==> src/rtl/ddcb_pkg.sv <==
// ddcb_pkg: shared types and helpers for the DDCB delay-line controller.
//   ddcb_ctrl_state_e : controller state encoding
//   ddcb_trk_phase_e  : window phase while tracking in LOCKED
//   code_width()      : width needed to hold codes 0..stages
//   thermo()          : thermometer select vector for a code, (1<<code)-1
package ddcb_pkg;

  localparam int unsigned MAX_STAGES = 32;

  typedef enum logic [2:0] {
    ST_IDLE,
    ST_SETTLE,
    ST_SAMPLE,
    ST_DECIDE,
    ST_LOCKED,
    ST_MANUAL,
    ST_ERROR
  } ddcb_ctrl_state_e;

  typedef enum logic [1:0] {
    TRK_SETTLE,
    TRK_SAMPLE,
    TRK_DECIDE
  } ddcb_trk_phase_e;

  function automatic int unsigned code_width(input int unsigned stages);
    return $clog2(stages + 1);
  endfunction

  function automatic logic [MAX_STAGES-1:0] thermo(input int unsigned code);
    logic [MAX_STAGES-1:0] v;
    v = '0;
    for (int unsigned i = 0; i < MAX_STAGES; i++) begin
      if (i < code) v[i] = 1'b1;
    end
    return v;
  endfunction

endpackage

==> src/rtl/ddcb_phase_window.sv <==
// ddcb_phase_window: counts phase_early samples over one decision window.
//   clk, rst     : clock, synchronous active-high reset
//   clear        : zero the count (asserted just before a window starts)
//   en           : sample phase_early this cycle
//   phase_early  : detector output, 1 = more delay needed
//   early        : majority of samples were early (2*cnt > AVG_SAMPLES)
//   strong_early : every sample early
//   strong_late  : no sample early
module ddcb_phase_window #(
  parameter  int unsigned AVG_SAMPLES = 8,
  localparam int unsigned CNT_W       = $clog2(AVG_SAMPLES + 1)
) (
  input  logic clk,
  input  logic rst,
  input  logic clear,
  input  logic en,
  input  logic phase_early,
  output logic early,
  output logic strong_early,
  output logic strong_late
);

  logic [CNT_W-1:0] cnt_q, cnt_d;

  always_comb begin
    cnt_d = cnt_q;
    if (clear) begin
      cnt_d = '0;
    end else if (en && phase_early) begin
      cnt_d = cnt_q + CNT_W'(1);
    end
  end

  always_ff @(posedge clk) begin
    if (rst) cnt_q <= '0;
    else     cnt_q <= cnt_d;
  end

  assign early        = {cnt_q, 1'b0} > (CNT_W + 1)'(AVG_SAMPLES);
  assign strong_early = cnt_q == CNT_W'(AVG_SAMPLES);
  assign strong_late  = cnt_q == '0;

endmodule

==> src/rtl/ddcb_delay_ctrl.sv <==
// ddcb_delay_ctrl: calibration / tracking / manual controller for the DDCB
// cascaded delay line. The code only ever moves one stage at a time and each
// step is followed by a settle interval before the phase detector is trusted.
//   clk, rst       : clock, synchronous active-high reset
//   cal_start      : pulse, restart calibration from code 0 (rest states only)
//   phase_early    : synchronized detector, 1 = more delay needed
//   manual_valid/manual_code/manual_ready : manual code request handshake
//   select         : registered thermometer select, (1<<code)-1
//   code           : current code 0..Nmbr_cascades
//   busy/locked/cal_err : status decoded from the controller state
module ddcb_delay_ctrl
  import ddcb_pkg::*;
#(
  parameter  int unsigned Nmbr_cascades = 6,
  parameter  int unsigned SETTLE_CYCLES = 4,
  parameter  int unsigned AVG_SAMPLES   = 8,
  localparam int unsigned CODE_W        = code_width(Nmbr_cascades)
) (
  input  logic                     clk,
  input  logic                     rst,
  input  logic                     cal_start,
  input  logic                     phase_early,
  input  logic                     manual_valid,
  input  logic [CODE_W-1:0]        manual_code,
  output logic                     manual_ready,
  output logic [Nmbr_cascades-1:0] select,
  output logic [CODE_W-1:0]        code,
  output logic                     busy,
  output logic                     locked,
  output logic                     cal_err
);

  localparam int unsigned TMR_MAX = (SETTLE_CYCLES > AVG_SAMPLES) ? SETTLE_CYCLES : AVG_SAMPLES;
  localparam int unsigned TMR_W   = $clog2(TMR_MAX + 1);

  localparam logic [CODE_W-1:0] CODE_MAX    = CODE_W'(Nmbr_cascades);
  localparam logic [TMR_W-1:0]  SETTLE_LAST = TMR_W'(SETTLE_CYCLES - 1);
  localparam logic [TMR_W-1:0]  SAMPLE_LAST = TMR_W'(AVG_SAMPLES - 1);
  localparam logic [TMR_W-1:0]  STEP_WAIT   = TMR_W'(SETTLE_CYCLES);

  ddcb_ctrl_state_e          state_q, state_d;
  ddcb_trk_phase_e           trk_q, trk_d;
  logic [CODE_W-1:0]         code_q, code_d;
  logic [CODE_W-1:0]         target_q, target_d;
  logic [TMR_W-1:0]          tmr_q, tmr_d;
  logic [Nmbr_cascades-1:0]  select_q, select_d;

  logic              rest;
  logic [CODE_W-1:0] manual_sat;
  logic              win_clear, win_en;
  logic              win_early, win_strong_early, win_strong_late;

  ddcb_phase_window #(
    .AVG_SAMPLES(AVG_SAMPLES)
  ) u_window (
    .clk         (clk),
    .rst         (rst),
    .clear       (win_clear),
    .en          (win_en),
    .phase_early (phase_early),
    .early       (win_early),
    .strong_early(win_strong_early),
    .strong_late (win_strong_late)
  );

  assign rest         = (state_q == ST_IDLE) || (state_q == ST_LOCKED) || (state_q == ST_ERROR);
  assign manual_ready = rest && !cal_start;
  assign manual_sat   = (manual_code > CODE_MAX) ? CODE_MAX : manual_code;

  always_comb begin
    state_d   = state_q;
    trk_d     = trk_q;
    code_d    = code_q;
    target_d  = target_q;
    tmr_d     = tmr_q;
    win_clear = 1'b0;
    win_en    = 1'b0;

    // Rest-state requests pre-empt tracking; cal_start beats a manual request.
    if (rest && cal_start) begin
      code_d  = '0;
      tmr_d   = '0;
      state_d = ST_SETTLE;
    end else if (rest && manual_valid) begin
      target_d = manual_sat;
      tmr_d    = '0;
      state_d  = ST_MANUAL;
    end else begin
      case (state_q)
        ST_SETTLE: begin
          if (tmr_q == SETTLE_LAST) begin
            tmr_d     = '0;
            win_clear = 1'b1;
            state_d   = ST_SAMPLE;
          end else begin
            tmr_d = tmr_q + TMR_W'(1);
          end
        end
        ST_SAMPLE: begin
          win_en = 1'b1;
          if (tmr_q == SAMPLE_LAST) begin
            tmr_d   = '0;
            state_d = ST_DECIDE;
          end else begin
            tmr_d = tmr_q + TMR_W'(1);
          end
        end
        ST_DECIDE: begin
          if (win_early) begin
            if (code_q == CODE_MAX) begin
              state_d = ST_ERROR;
            end else begin
              code_d  = code_q + CODE_W'(1);
              state_d = ST_SETTLE;
            end
          end else if (code_q == '0) begin
            state_d = ST_ERROR;
          end else begin
            trk_d   = TRK_SETTLE;
            state_d = ST_LOCKED;
          end
        end
        // Tracking reuses the settle/sample/decide window as a sub-phase so
        // that locked stays high and busy stays low for the whole time.
        ST_LOCKED: begin
          case (trk_q)
            TRK_SETTLE: begin
              if (tmr_q == SETTLE_LAST) begin
                tmr_d     = '0;
                win_clear = 1'b1;
                trk_d     = TRK_SAMPLE;
              end else begin
                tmr_d = tmr_q + TMR_W'(1);
              end
            end
            TRK_SAMPLE: begin
              win_en = 1'b1;
              if (tmr_q == SAMPLE_LAST) begin
                tmr_d = '0;
                trk_d = TRK_DECIDE;
              end else begin
                tmr_d = tmr_q + TMR_W'(1);
              end
            end
            TRK_DECIDE: begin
              trk_d = TRK_SETTLE;
              if (win_strong_early) begin
                if (code_q == CODE_MAX) state_d = ST_ERROR;
                else                    code_d  = code_q + CODE_W'(1);
              end else if (win_strong_late) begin
                if (code_q == '0) state_d = ST_ERROR;
                else              code_d  = code_q - CODE_W'(1);
              end
            end
            default: trk_d = TRK_SETTLE;
          endcase
        end
        // Wait SETTLE_CYCLES, then step; leaves on the same cycle as the
        // final step so the step spacing is SETTLE_CYCLES+1.
        ST_MANUAL: begin
          if (code_q == target_q) begin
            state_d = ST_IDLE;
          end else if (tmr_q == STEP_WAIT) begin
            tmr_d = '0;
            if (target_q > code_q) code_d = code_q + CODE_W'(1);
            else                   code_d = code_q - CODE_W'(1);
            if (code_d == target_q) state_d = ST_IDLE;
          end else begin
            tmr_d = tmr_q + TMR_W'(1);
          end
        end
        ST_IDLE, ST_ERROR: ;
        default: state_d = ST_IDLE;
      endcase
    end

    select_d = Nmbr_cascades'(thermo(32'(code_d)));
  end

  always_ff @(posedge clk) begin
    if (rst) begin
      state_q  <= ST_IDLE;
      trk_q    <= TRK_SETTLE;
      code_q   <= '0;
      target_q <= '0;
      tmr_q    <= '0;
      select_q <= '0;
    end else begin
      state_q  <= state_d;
      trk_q    <= trk_d;
      code_q   <= code_d;
      target_q <= target_d;
      tmr_q    <= tmr_d;
      select_q <= select_d;
    end
  end

  assign select  = select_q;
  assign code    = code_q;
  assign busy    = state_q inside {ST_SETTLE, ST_SAMPLE, ST_DECIDE, ST_MANUAL};
  assign locked  = state_q == ST_LOCKED;
  assign cal_err = state_q == ST_ERROR;

endmodule

==> config.mk <==
export PLATFORM = sky130hd
export DESIGN_NAME = ddcb_delay_ctrl
export DESIGN_NICKNAME = d
export VERILOG_FILES = /design/src/rtl/ddcb_pkg.sv /design/src/rtl/ddcb_phase_window.sv /design/src/rtl/ddcb_delay_ctrl.sv
export SDC_FILE = /design/constraint.sdc
export NUM_CORES = 1
export LEC_CHECK = 0
export BUFFER_PORTS_ARGS = -buffer_cell sky130_fd_sc_hd__buf_2
export CAP_MARGIN = 5
export CELL_PAD_IN_SITES_DETAIL_PLACEMENT = 0
export CELL_PAD_IN_SITES_GLOBAL_PLACEMENT = 1
export CORE_UTILIZATION = 30
export CTS_BUF_LIST = sky130_fd_sc_hd__clkbuf_2 sky130_fd_sc_hd__clkbuf_4 sky130_fd_sc_hd__clkbuf_8
export DETAILED_ROUTE_END_ITERATION = 8
export PLACE_DENSITY_LB_ADDON = 0.1
export SETUP_SLACK_MARGIN = 0.02
export SLEW_MARGIN = 20
export SYNTH_ARGS = -nofsm -noshare
export SYNTH_HDL_FRONTEND = slang
export SYNTH_SLANG_ARGS = --single-unit
==> constraint.sdc <==
create_clock -name clk -period 5.4 [get_ports clk]
set_input_delay 0.81 -clock clk [delete_from_list [all_inputs] [get_ports clk]]
set_output_delay 0.81 -clock clk [all_outputs]
set_load 0.01 [all_outputs]
## After elaboration in Yosys (flattened, before gate mapping)

Index checks and enable logic that the tools add are counted.

| storage, ports and cells | value |
|---|---|
| word-level logic and storage cells | 157 |
| register bits | 25 |
| bits of input ports | 8 |
| output and inout port bits | 13 |

| cells by class | value |
|---|---|
| $lt $le $gt $ge | 9 |
| reduce and logical (&&, ||, !) cells | 24 |
| eq/ne operators | 47 |
| bitwise gates (word level) | 3 |
| add/sub/neg operators | 4 |
| mux-type cells | 61 |

Operator list:

| kind | number |
|---|---|
| $mux 3 | 30 |
| $reduce_and 9->1 | 3 |
| $ne 3x3->1 const B | 8 |
| $ne 4x4->1 const B | 5 |
| $pmux 3 s6 | 1 |
| $mux 4 | 4 |
| $pmux 4 s4 | 1 |
| $ne 5x5->1 const B | 3 |
| $mux 1 | 14 |
| $eq 3x3->1 const B | 4 |
| $ne 2x2->1 const B | 6 |
| $ne 3x1->1 const B | 4 |
| $ne 4x1->1 const B | 3 |
| $mux 2 | 5 |
| $ne 5x1->1 const B | 2 |
| $pmux 3 s3 | 1 |
| $add 4x1->4 const B | 2 |
| $eq 4x3->1 const B | 2 |
| $pmux 2 s2 | 2 |
| $pmux 4 s2 | 1 |
| $reduce_bool 4->1 | 2 |
| $reduce_and 7->1 | 1 |
| $eq 3x2->1 const B | 2 |
| $eq 3x3->1 | 2 |
| 27 further kinds | 40 |

## Logic depth before layout (Yosys ltp)

Gate-level depths: netlist of run 1.

| depth | value |
|---|---|
| depth after elaboration | 14 |
| depth in mapped cells | 9 |
| depth with buffers taken out | 8 |

## Cells and area by module

From an unflattened synthesis of run 1, not the netlist that was laid out.

| unflattened totals | value |
|---|---|
| cell total of the unflattened synthesis | 240 |
| area total of the unflattened synthesis | 1,946.9 um^2 |

By module, submodules not included:

| module | area an instance (um^2) | cells an instance | seq. area each (um^2) | times used |
|---|---|---|---|---|
| ddcb_delay_ctrl | 1,712.9 | 215 | 400.4 | 1 |
| ddcb_phase_window | 234.0 | 25 | 80.1 | 1 |

## Least setup slack after synthesis of run 1

OpenSTA, ideal clock, no wires.

| path | value |
|---|---|
| path kind | register to register |
| start point | register, netlist name select[3] |
| end point | register select_q[2] (netlist: select[2]) |
| library setup time | 129 ps |
| clock period less this slack | 2,209 ps |
| stages on the path, launching flop included | 10 |
| path slack | 3,191 ps |
| required time | 5,271 ps |
| buffers on the path | 1 |
| arrival | 2,080 ps |
| cell sequence | dfxtp_1 buf_2 inv_1 ha_1 and3b_1 o21ai_1 mux2i_1 nor3_1 o41ai_4 o21ai_2 |

RTL lines:

| element | RTL line | text |
|---|---|---|
| end signal: assignment | ddcb_delay_ctrl.sv:194 | `select_q <= select_d;` |
| end: declaration | ddcb_delay_ctrl.sv:46 | `logic [Nmbr_cascades-1:0] select_q, select_d;` |

## Worst setup path in the final report of run 1

| path | value |
|---|---|
| start point | register state_q[1] |
| end point | output port manual_ready |

| between the ends | value |
|---|---|
| longest elaborated chain between the ends | 4 |
| elaborated cells on any way between the ends | 6 |

RTL lines:

| element | RTL line | text |
|---|---|---|
| start: declaration | ddcb_delay_ctrl.sv:41 | `ddcb_ctrl_state_e state_q, state_d;` |
| start signal: assignment | ddcb_delay_ctrl.sv:189 | `state_q <= state_d;` |
| $eq 3x3->1 / $logic_not 3->1 (equally long branches) | ddcb_delay_ctrl.sv:66 | `assign rest = (state_q == ST_IDLE) \|\| (state_q == ST_LOCKED) \|\| (state_q == ST_ERROR);` |
| $logic_or 1x1->1 | ddcb_delay_ctrl.sv:66 |  |
| $logic_or 1x1->1 * | ddcb_delay_ctrl.sv:66 |  |
| $logic_and 1x1->1 * | ddcb_delay_ctrl.sv:67 | `assign manual_ready = rest && !cal_start;` |
| end: declaration | ddcb_delay_ctrl.sv:25 | `output logic manual_ready,` |

Mark *: on every way between the ends. The rest lies on a longest branch, timed or not.

==> impl_metrics.csv, run 1 <==
group,metric,value,unit
synthesis,synth_seq_cells,24,
drt,vias,1769,
floorplanning,io_pins,21,
synthesis,yosysMostFrequentCell,"nor2_1",
floorplanning,dieArea,6948,µm²
drt,drc,0,
clock_tree,htreeDepth,1,
grt,overflow,0,
timing,worst_pin_slew,0.7311,ns
drt,drtAntennaViolNets,0,
grt,grt_pass1_vias,1733,
synthesis,netlist_top_cells_area,"dfxtp_1, ha_1, nor2_1",
min_path,min_path_type,"flop to flop",
clock_tree,numCtsBuffers,3,
floorplanning,coreArea,6386,µm²
critical_path,worst-endpoint-arrival,1.93,ns
clock_tree,cts_tree,"yes",
min_path,worstHoldStart,"tmr_q[1]$_SDFFE_PP0P_",
floorplanning,fp-row-count,29,
critical_path,crit_chain,"nor2b_1 -> nor3_1 -> buf_2",
critical_path,r2r_start,"state_q[1]$_SDFFE_PP0P_",
finish,multi_input_area,1339,µm²
clock_tree,clockRootBuffer,"clkbuf_8",
timing,fmax,364.8,MHz
grt,grt_max_degree,25,
pwr,peakVddDrop,0.08880,mV
finish,fill_cells,711,
synthesis,async_flop_share,0,%
timing,period_needed,2.741,ns
clock_tree,cts_resized,0,
min_path,hold_depth,2,
grt,grt_pass1_wl,8769,µm
drt,drt-pass1-iter-count,4,
floorplanning,die_w,83.36,µm
grt,track_usage,15.62,%
clock_tree,clock_sinks,24,
synthesis,netlist.area_leader.share,24.20,%
synthesis,synth.distinct_cells,63,
critical_path,required,4.59,ns
synthesis,ys_seq_area_share,24.20,%
clock_tree,clkLatencyLatePin,0.27,ns
placement,dp_hpwl,4134,µm
pwr,p_leak,0.8382,nW
critical_path,max_stage_delay,0.67,ns
timing,min_period_over_period,50.76,%
synthesis,syn-num-nets,263,
timing,rsz0062_at_grt,"false",
timing,skew,0.003422,ns
timing,maxSlewViolCount,0,
synthesis,yosys_warnings,0,
critical_path,critPathLaunchType,"flop",
finish,syn2layout_area_growth,8.696,%
drt,via_per_inst,5.296,
clock_tree,clk_path_buf_depth,2,
timing,fin_setup_tns,0,ns
critical_path,rr_endpoint,"select[0]$_SDFF_PP0_",
synthesis,syn_avg_cell_area,8.138,µm²
outcome,run_status,"complete, no violations",
clock_tree,cts_hold_buf,0,
critical_path,criticalPathCategory,"flop to primary output",
synthesis,postSynthCellCount,244,
finish,seq_area,480.5,µm²
finish,antenna_cells,0,
critical_path,r2r_setup_slack,2.84,ns
grt,antenna_found_initial,0,
floorplanning,dieHeight,83.36,µm
synthesis,synthFlopType,"dfxtp_1",
critical_path,cp_slowest_cell,"dfxtp_1",
floorplanning,start_util,31.09,%
finish,drive_gt1_share,14.79,%
finish,nNetsFinal,277,
placement,portBuffers,20,
critical_path,cp_max_fo,16,
synthesis,synth_edf_count,0,
synthesis,yosys.area.top_type,"dfxtp_1",
critical_path,rr_worst_depth,6,
placement,place.gp.congestion,0.7861,
critical_path,endpoint_kind,"primary output",
synthesis,ys_top_cells_by_count,"nor2_1, dfxtp_1, nand2_1, a21oi_1, inv_1",
timing,slew_headroom,51.16,%
drt,wirelength,5245,µm
clock_tree,post_cts_buffers,0,
timing,setup_viol,0,
pwr,power_density,190.9,nW/µm²
drt,wl_per_cell,15.70,µm
synthesis,syn-cell-area,1986,µm²
clock_tree,path_clk_slew,0.09,ns
timing,whs,0.5017,ns
drt,drt_iter0_markers,96,
min_path,holdPathEnd,"tmr_q[1]$_SDFFE_PP0P_",
timing,hold_violations,0,
flow_run,drv_cap,0,
-- how the worst max path moves through the flow --
stage / start / endpoint / slack [ns] / cells past startpoint
final: state_q[1]$_SDFFE_PP0P_ / manual_ready / 2.66 / 3
after global routing: state_q[1]$_SDFFE_PP0P_ / manual_ready / 2.52 / 3
after CTS: state_q[1]$_SDFFE_PP0P_ / manual_ready / 2.66 / 3
after detailed placement: state_q[1]$_SDFFE_PP0P_ / select[1]$_SDFF_PP0_ / 2.91 / 6
after global placement: state_q[1]$_SDFFE_PP0P_ / select[0]$_SDFF_PP0_ / 2.89 / 6
after floorplan: select[3]$_SDFF_PP0_ / select[2]$_SDFF_PP0_ / 3.19 / 9
-- power breakdown --
| part | internal, mW | leakage [nW] | switching [mW] |
|---|---|---|---|
| logic | 0.0369 | 0.615 | 0.0596 |
| clock network | 0.0652 | 0.0288 | 0.0615 |
| registers | 0.181 | 0.194 | 0.00761 |
-- worst max-delay path: cells and delay by family, from the launching register on --
kind,cells,cell delay [ns]
AND/OR/NAND/NOR,2,0.81
flip-flops,1,0.67
buffers and inverters,1,0.18
-- cell usage in the layout (no fill, tap or decap), types with 4 or more instances in the layout --
master	Yosys	layout
mux2i_1	8	8
inv_1	17	17
a21oi_1	18	18
nor2_1	26	26
buf_2	3	20
nand3_1	8	8
xnor2_1	7	7
o21ai_0	5	5
a211oi_1	4	4
dfxtp_1	24	24
a31oi_1	7	7
nand2_1	20	20
clkbuf_8	0	4
or3_1	4	4
nor3_1	5	5
ha_1	11	11
nor2b_1	6	6
-- final cells by class --
cell class	count	area share, %
inverter	18	3.710
timing repair buffer	21	4.985
tap	77	4.464
clock buffer	4	2.551
multi-input combinational	190	62.03
sequential	24	22.26
-- cells by family after synthesis --
| kind of cell | Yosys count | share of synthesized area (%) |
|---|---|---|
| simple gates | 97 | 26.84 |
| compound gates | 63 | 23.50 |
| buf+inv | 30 | 8.380 |
| flops | 24 | 24.20 |
| fa+ha+maj | 11 | 6.931 |
| xor+xnor | 10 | 5.545 |
| mux | 9 | 4.600 |
-- sequential cells by signal, summed over array words and instances (netlist names) --
signal          cells
u_window.cnt_q      4
tmr_q               4
state_q             3
code                2
select              6
target_q            3
trk_q               2
-- through the flow --
| stage | instance area, µm² | setup slack (ns) | utilization (%) | total power [mW] | std cells |
|---|---|---|---|---|---|
| 6_report | 2158 | 2.659 | 33.80 | 0.4120 | 334 |
| 5_1_grt | 2158 | 2.519 | 33.80 | 0.4339 | 334 |
| 4_1_cts | 2158 | 2.658 | 33.80 | 0.4206 | 334 |
| 3_5_place_dp | 2103 | 2.907 | 32.93 | 0.2898 | 330 |
| 3_3_place_gp | 2103 | 2.890 | 32.93 | 0.2921 | 330 |
| 2_1_floorplan | 1986 | 3.191 | - | 0.2668 | 244 |
-- metal layers --
layer / track usage, % / vias to the layer above / share of wire, %
met3: 2.783 / 4 / 2.1
li1: - / 902 / -
met2: 24.52 / 18 / 45
met5: 0 / - / 0
met4: 3.448 / 0 / 1.0
met1: 22.20 / 845 / 52
Power figures use the tool's default switching activity.
==> run 2: changes to the inputs <==
==> constraint.sdc (replaced) <==
create_clock -name clk -period 2.6 [get_ports clk]
set_input_delay 0.39 -clock clk [delete_from_list [all_inputs] [get_ports clk]]
set_output_delay 0.39 -clock clk [all_outputs]
set_load 0.01 [all_outputs]
==> impl_metrics.csv, run 2 (synthesis results as in run 1) <==
group,metric,value,unit
timing,min_period_over_period,84.49,%
critical_path,worst-endpoint-arrival,2.33,ns
finish,finalInstanceArea,2212,µm²
grt,grt_pass1_wl,8845,µm
drt,vias,1830,
clock_tree,clockRootBuffer,"clkbuf_8",
timing,worst_pin_slew,0.5316,ns
timing,slew_headroom,64.18,%
critical_path,cp_max_fo,6,
timing,rsz0062_at_grt,"false",
timing,period_needed,2.197,ns
drt,drtAntennaViolNets,0,
floorplanning,coreArea,6386,µm²
flow_run,drv_cap,0,
drt,wl_per_cell,15.80,µm
floorplanning,fp-row-count,29,
timing,maxSlewViolCount,0,
timing,setup_viol,0,
clock_tree,htreeDepth,1,
timing,fmax,455.2,MHz
min_path,hold_depth,3,
critical_path,critPathLaunchType,"flop",
pwr,peakVddDrop,0.1761,mV
finish,final_cell_mix,"nor2_1, dfxtp_1, nand2_1, buf_2, a21oi_1",
grt,antenna_found_initial,0,
timing,hold_violations,0,
clock_tree,post_cts_buffers,0,
drt,drc,0,
finish,antenna_cells,0,
grt,overflow,0,
pwr,pwr-share-comb,25.9,%
finish,drive_gt1_share,17.36,%
placement,dp_hpwl,4358,µm
clock_tree,numCtsBuffers,3,
timing,fin_setup_tns,0,ns
finish,largest_reg_flops,6,
finish,stdcell_count,342,
pwr,power_density,373.7,nW/µm²
pwr,p_leak,0.8787,nW
critical_path,criticalPathCategory,"flop to flop",
clock_tree,cts_hold_buf,0,
grt,track_usage,15.96,%
clock_tree,cts_resized,0,
grt,grt_pass1_vias,1793,
pwr,pwr-share-clk,27.2,%
pwr,power_frac_seq,46.9,%
floorplanning,start_util,31.09,%
floorplanning,die_w,83.36,µm
finish,mostFrequentLayoutCell,"nor2_1",
outcome,run_status,"complete, no violations",
pwr,total_power,0.8266,mW
clock_tree,cts_tree,"yes",
floorplanning,dieArea,6948,µm²
clock_tree,clk_path_buf_depth,2,
floorplanning,dieHeight,83.36,µm
placement,place.gp.congestion,0.8031,
clock_tree,path_clk_slew,0.09,ns
critical_path,rr_worst_depth,8,
grt,grt_max_degree,24,
placement,place_inst,339,
critical_path,endpoint_kind,"flop",
drt,via_per_inst,5.351,
clock_tree,clkLatencyLatePin,0.27,ns
drt,drt-pass1-iter-count,4,
clock_tree,clock_sinks,24,
floorplanning,io_pins,21,
timing,skew,0.009114,ns
drt,drt_iter0_markers,83,
min_path,min_path_type,"input pin to flop",
pwr,swShare,31.81,%
placement,dpl_cell_area,2171,µm²
critical_path,required,2.74,ns
pwr,power.internal,0.5637,mW
pwr,p_switching,0.2629,mW
finish,syn2layout_area_growth,11.41,%
timing,whs,0.3661,ns
finish,nNetsFinal,286,
drt,wirelength,5403,µm
placement,portBuffers,20,
[run 2: worst paths after layout]
kind | from | endpoint | slack, ns
setup reg to reg | code[0]$_SDFF_PP0_ | select[0]$_SDFF_PP0_ | 0.40
setup / recovery | code[0]$_SDFF_PP0_ | select[0]$_SDFF_PP0_ | 0.40
hold reg to reg | tmr_q[0]$_SDFFE_PP0P_ | tmr_q[0]$_SDFFE_PP0P_ | 0.52
hold / removal | manual_code[1] | target_q[1]$_SDFFE_PP0P_ | 0.37
[run 2: area by class of cell]
type | instances | area, µm²
inverter | 18 | 80.08
fill | 711 | 4174
multi-input combinational | 190 | 1339
clock buffer | 3 | 41.29
timing repair buffer | 30 | 175.2
sequential | 24 | 480.5
tap | 77 | 96.34
[run 2: per-layer routing]
| layer | GRT usage, % | part of all wire [%] | vias to the layer above |
|---|---|---|---|
| li1 | - | - | 914 |
| met1 | 20.82 | 49 | 874 |
| met2 | 26.90 | 46 | 33 |
| met3 | 2.982 | 3.0 | 9 |
| met4 | 4.232 | 1.4 | 0 |
| met5 | 0 | 0 | - |
[run 2: power groups by stage]
| stage | registers (mW) | logic [mW] | clock network [mW] |
|---|---|---|---|
| 2_1_floorplan | 0.393 | 0.161 | 0 |
| 3_3_place_gp | 0.396 | 0.218 | 0 |
| 3_5_place_dp | 0.396 | 0.213 | 0 |
| 4_1_cts | 0.388 | 0.214 | 0.237 |
| 5_1_grt | 0.390 | 0.236 | 0.250 |
| 6_report | 0.388 | 0.214 | 0.225 |
[run 2: through the flow]
stage                     util (%)  worst slack [ns]
final                        34.64            0.4033
after global routing         34.64            0.2376
after CTS                    34.64            0.3859
after detailed placement     33.99            0.3972
after global placement       33.99            0.2748
after floorplan                  -            0.3911
[run 2: critical path, cell delays in order (launching register included)]
cell and delay, ns:
dfxtp_1 0.45, inv_1 0.12, ha_1 0.23, nand2b_1 0.20
a21oi_1 0.10, nor3b_1 0.20, o221ai_1 0.18, a211oi_2 0.44
a31oi_1 0.14
==> run 3: changes to the inputs <==
==> constraint.sdc (replaced) <==
create_clock -name clk -period 2.2 [get_ports clk]
set_input_delay 0.33 -clock clk [delete_from_list [all_inputs] [get_ports clk]]
set_output_delay 0.33 -clock clk [all_outputs]
set_load 0.01 [all_outputs]
==> impl_metrics.csv, run 3 (synthesis results as in run 1) <==
group,metric,value,unit
timing,setup_slack,0.1440,ns
outcome,run_status,"complete, no violations",
clock_tree,path_clk_slew,0.09,ns
finish,drive_gt1_share,24.47,%
placement,dp_slack,0.03090,ns
clock_tree,post_cts_buffers,0,
finish,finish.utilization,37.74,%
flow_run,drv_cap,0,
finish,syn2layout_area_growth,21.36,%
timing,fin_setup_tns,0,ns
clock_tree,clkLatencyLatePin,0.29,ns
floorplanning,die_w,83.36,µm
finish,antenna_cells,0,
floorplanning,coreArea,6386,µm²
pwr,power_frac_seq,39.5,%
grt,grt_max_degree,16,
finish,seq_area,481.7,µm²
pwr,pwr-share-clk,35.7,%
drt,drtAntennaViolNets,0,
clock_tree,clockRootBuffer,"clkbuf_8",
drt,via_per_inst,5.022,
clock_tree,clk_path_buf_depth,2,
grt,overflow,0,
grt,track_usage,16.28,%
pwr,power_density,480.0,nW/µm²
timing,fmax,486.4,MHz
critical_path,required,2.37,ns
finish,largest_reg_flops,6,
grt,antenna_found_initial,0,
timing,setup_viol,0,
clock_tree,numCtsBuffers,3,
drt,wirelength,5474,µm
floorplanning,io_pins,21,
timing,rsz0062_at_grt,"true",
drt,drt_iter0_markers,111,
critical_path,cp_max_fo,5,
timing,period_needed,2.056,ns
timing,whs,0.3069,ns
floorplanning,dieHeight,83.36,µm
grt,grt_pass1_wl,8956,µm
floorplanning,fp-row-count,29,
timing,slew_headroom,60.48,%
floorplanning,start_util,31.09,%
critical_path,worst-endpoint-arrival,2.23,ns
pwr,p_switching,0.3426,mW
drt,drc,0,
finish,nNetsFinal,302,
pwr,peakVddDrop,0.2625,mV
pwr,power.internal,0.8140,mW
timing,maxSlewViolCount,0,
placement,place.gp.congestion,0.8075,
finish,fill_cells,666,
floorplanning,dieArea,6948,µm²
placement,portBuffers,20,
grt,grt_pass1_vias,1714,
critical_path,criticalPathCategory,"flop to flop",
clock_tree,cts_tree,"yes",
placement,dp_hpwl,4388,µm
min_path,min_path_type,"input pin to flop",
drt,wl_per_cell,15.25,µm
finish,final_cell_mix,"nor2_1, buf_4, dfxtp_1, nand2_1, buf_2",
clock_tree,clock_sinks,24,
critical_path,critPathLaunchType,"flop",
finish,multi_input_area,1385,µm²
clock_tree,htreeDepth,1,
pwr,p_leak,0.9803,nW
timing,min_period_over_period,93.45,%
pwr,pwr-share-comb,24.8,%
drt,vias,1803,
pwr,swShare,29.62,%
critical_path,endpoint_kind,"flop",
timing,skew,0.01423,ns
drt,drt-pass1-iter-count,4,
timing,worst_pin_slew,0.5928,ns
timing,hold_violations,0,
## run 3: timing repair
| action | CTS | global route |
|---|---|---|
| hold buffers | 0 | 0 |
| endpoints found under the setup margin | 2 | 10 |
| pin swaps | 1 | 2 |
| gates resized for setup | 0 | 7 |
## run 3: metal layers
metal	GRT usage, %	up-vias	routed length [µm]
met2	25.78	24	2456
met5	0	-	0
met1	22.95	826	2835
li1	-	949	-
met4	3.762	0	43
met3	2.783	4	138
## run 3: per-stage QoR
step / total power, mW / instance area, µm² / instances
2_1_floorplan: 0.6548 / 1988 / 244
3_3_place_gp: 0.7555 / 2291 / 355
3_5_place_dp: 0.7501 / 2291 / 355
4_1_cts: 1.170 / 2362 / 359
5_1_grt: 1.225 / 2410 / 359
6_report: 1.157 / 2410 / 359
## run 3: final cells by class
cell class	instances	area share [%]
clock inverter	1	1.246
tap	77	3.998
multi-input combinational	190	57.48
clock buffer	3	1.713
timing repair buffer	46	12.25
inverter	18	3.323
sequential	24	19.99
## run 3: final timing paths
path | startpoint | to | slack [ns] | cells past startpoint
hold / removal | manual_code[2] | target_q[2]$_SDFFE_PP0P_ | 0.31 | 3
setup / recovery | tmr_q[0]$_SDFFE_PP0P_ | tmr_q[2]$_SDFFE_PP0P_ | 0.14 | 7
hold reg to reg | tmr_q[1]$_SDFFE_PP0P_ | tmr_q[1]$_SDFFE_PP0P_ | 0.50 | 2
setup reg to reg | tmr_q[0]$_SDFFE_PP0P_ | tmr_q[2]$_SDFFE_PP0P_ | 0.14 | 7
## run 3: power by group through the flow
stage	clock (mW)	sequential [mW]	combinational, mW
global route	0.451	0.460	0.314
CTS	0.429	0.457	0.284
finish	0.413	0.457	0.287
global placement	0	0.467	0.288
floorplan	0	0.464	0.191
detailed placement	0	0.467	0.284
## run 3: worst max-delay path, stage by stage (launching register included)
cell and delay, ns:
dfxtp_1 0.41, ha_1 0.22, or3b_1 0.43, or3_1 0.36, a21oi_1 0.21, nor4b_1 0.09
a22oi_1 0.19, nor2_1 0.05
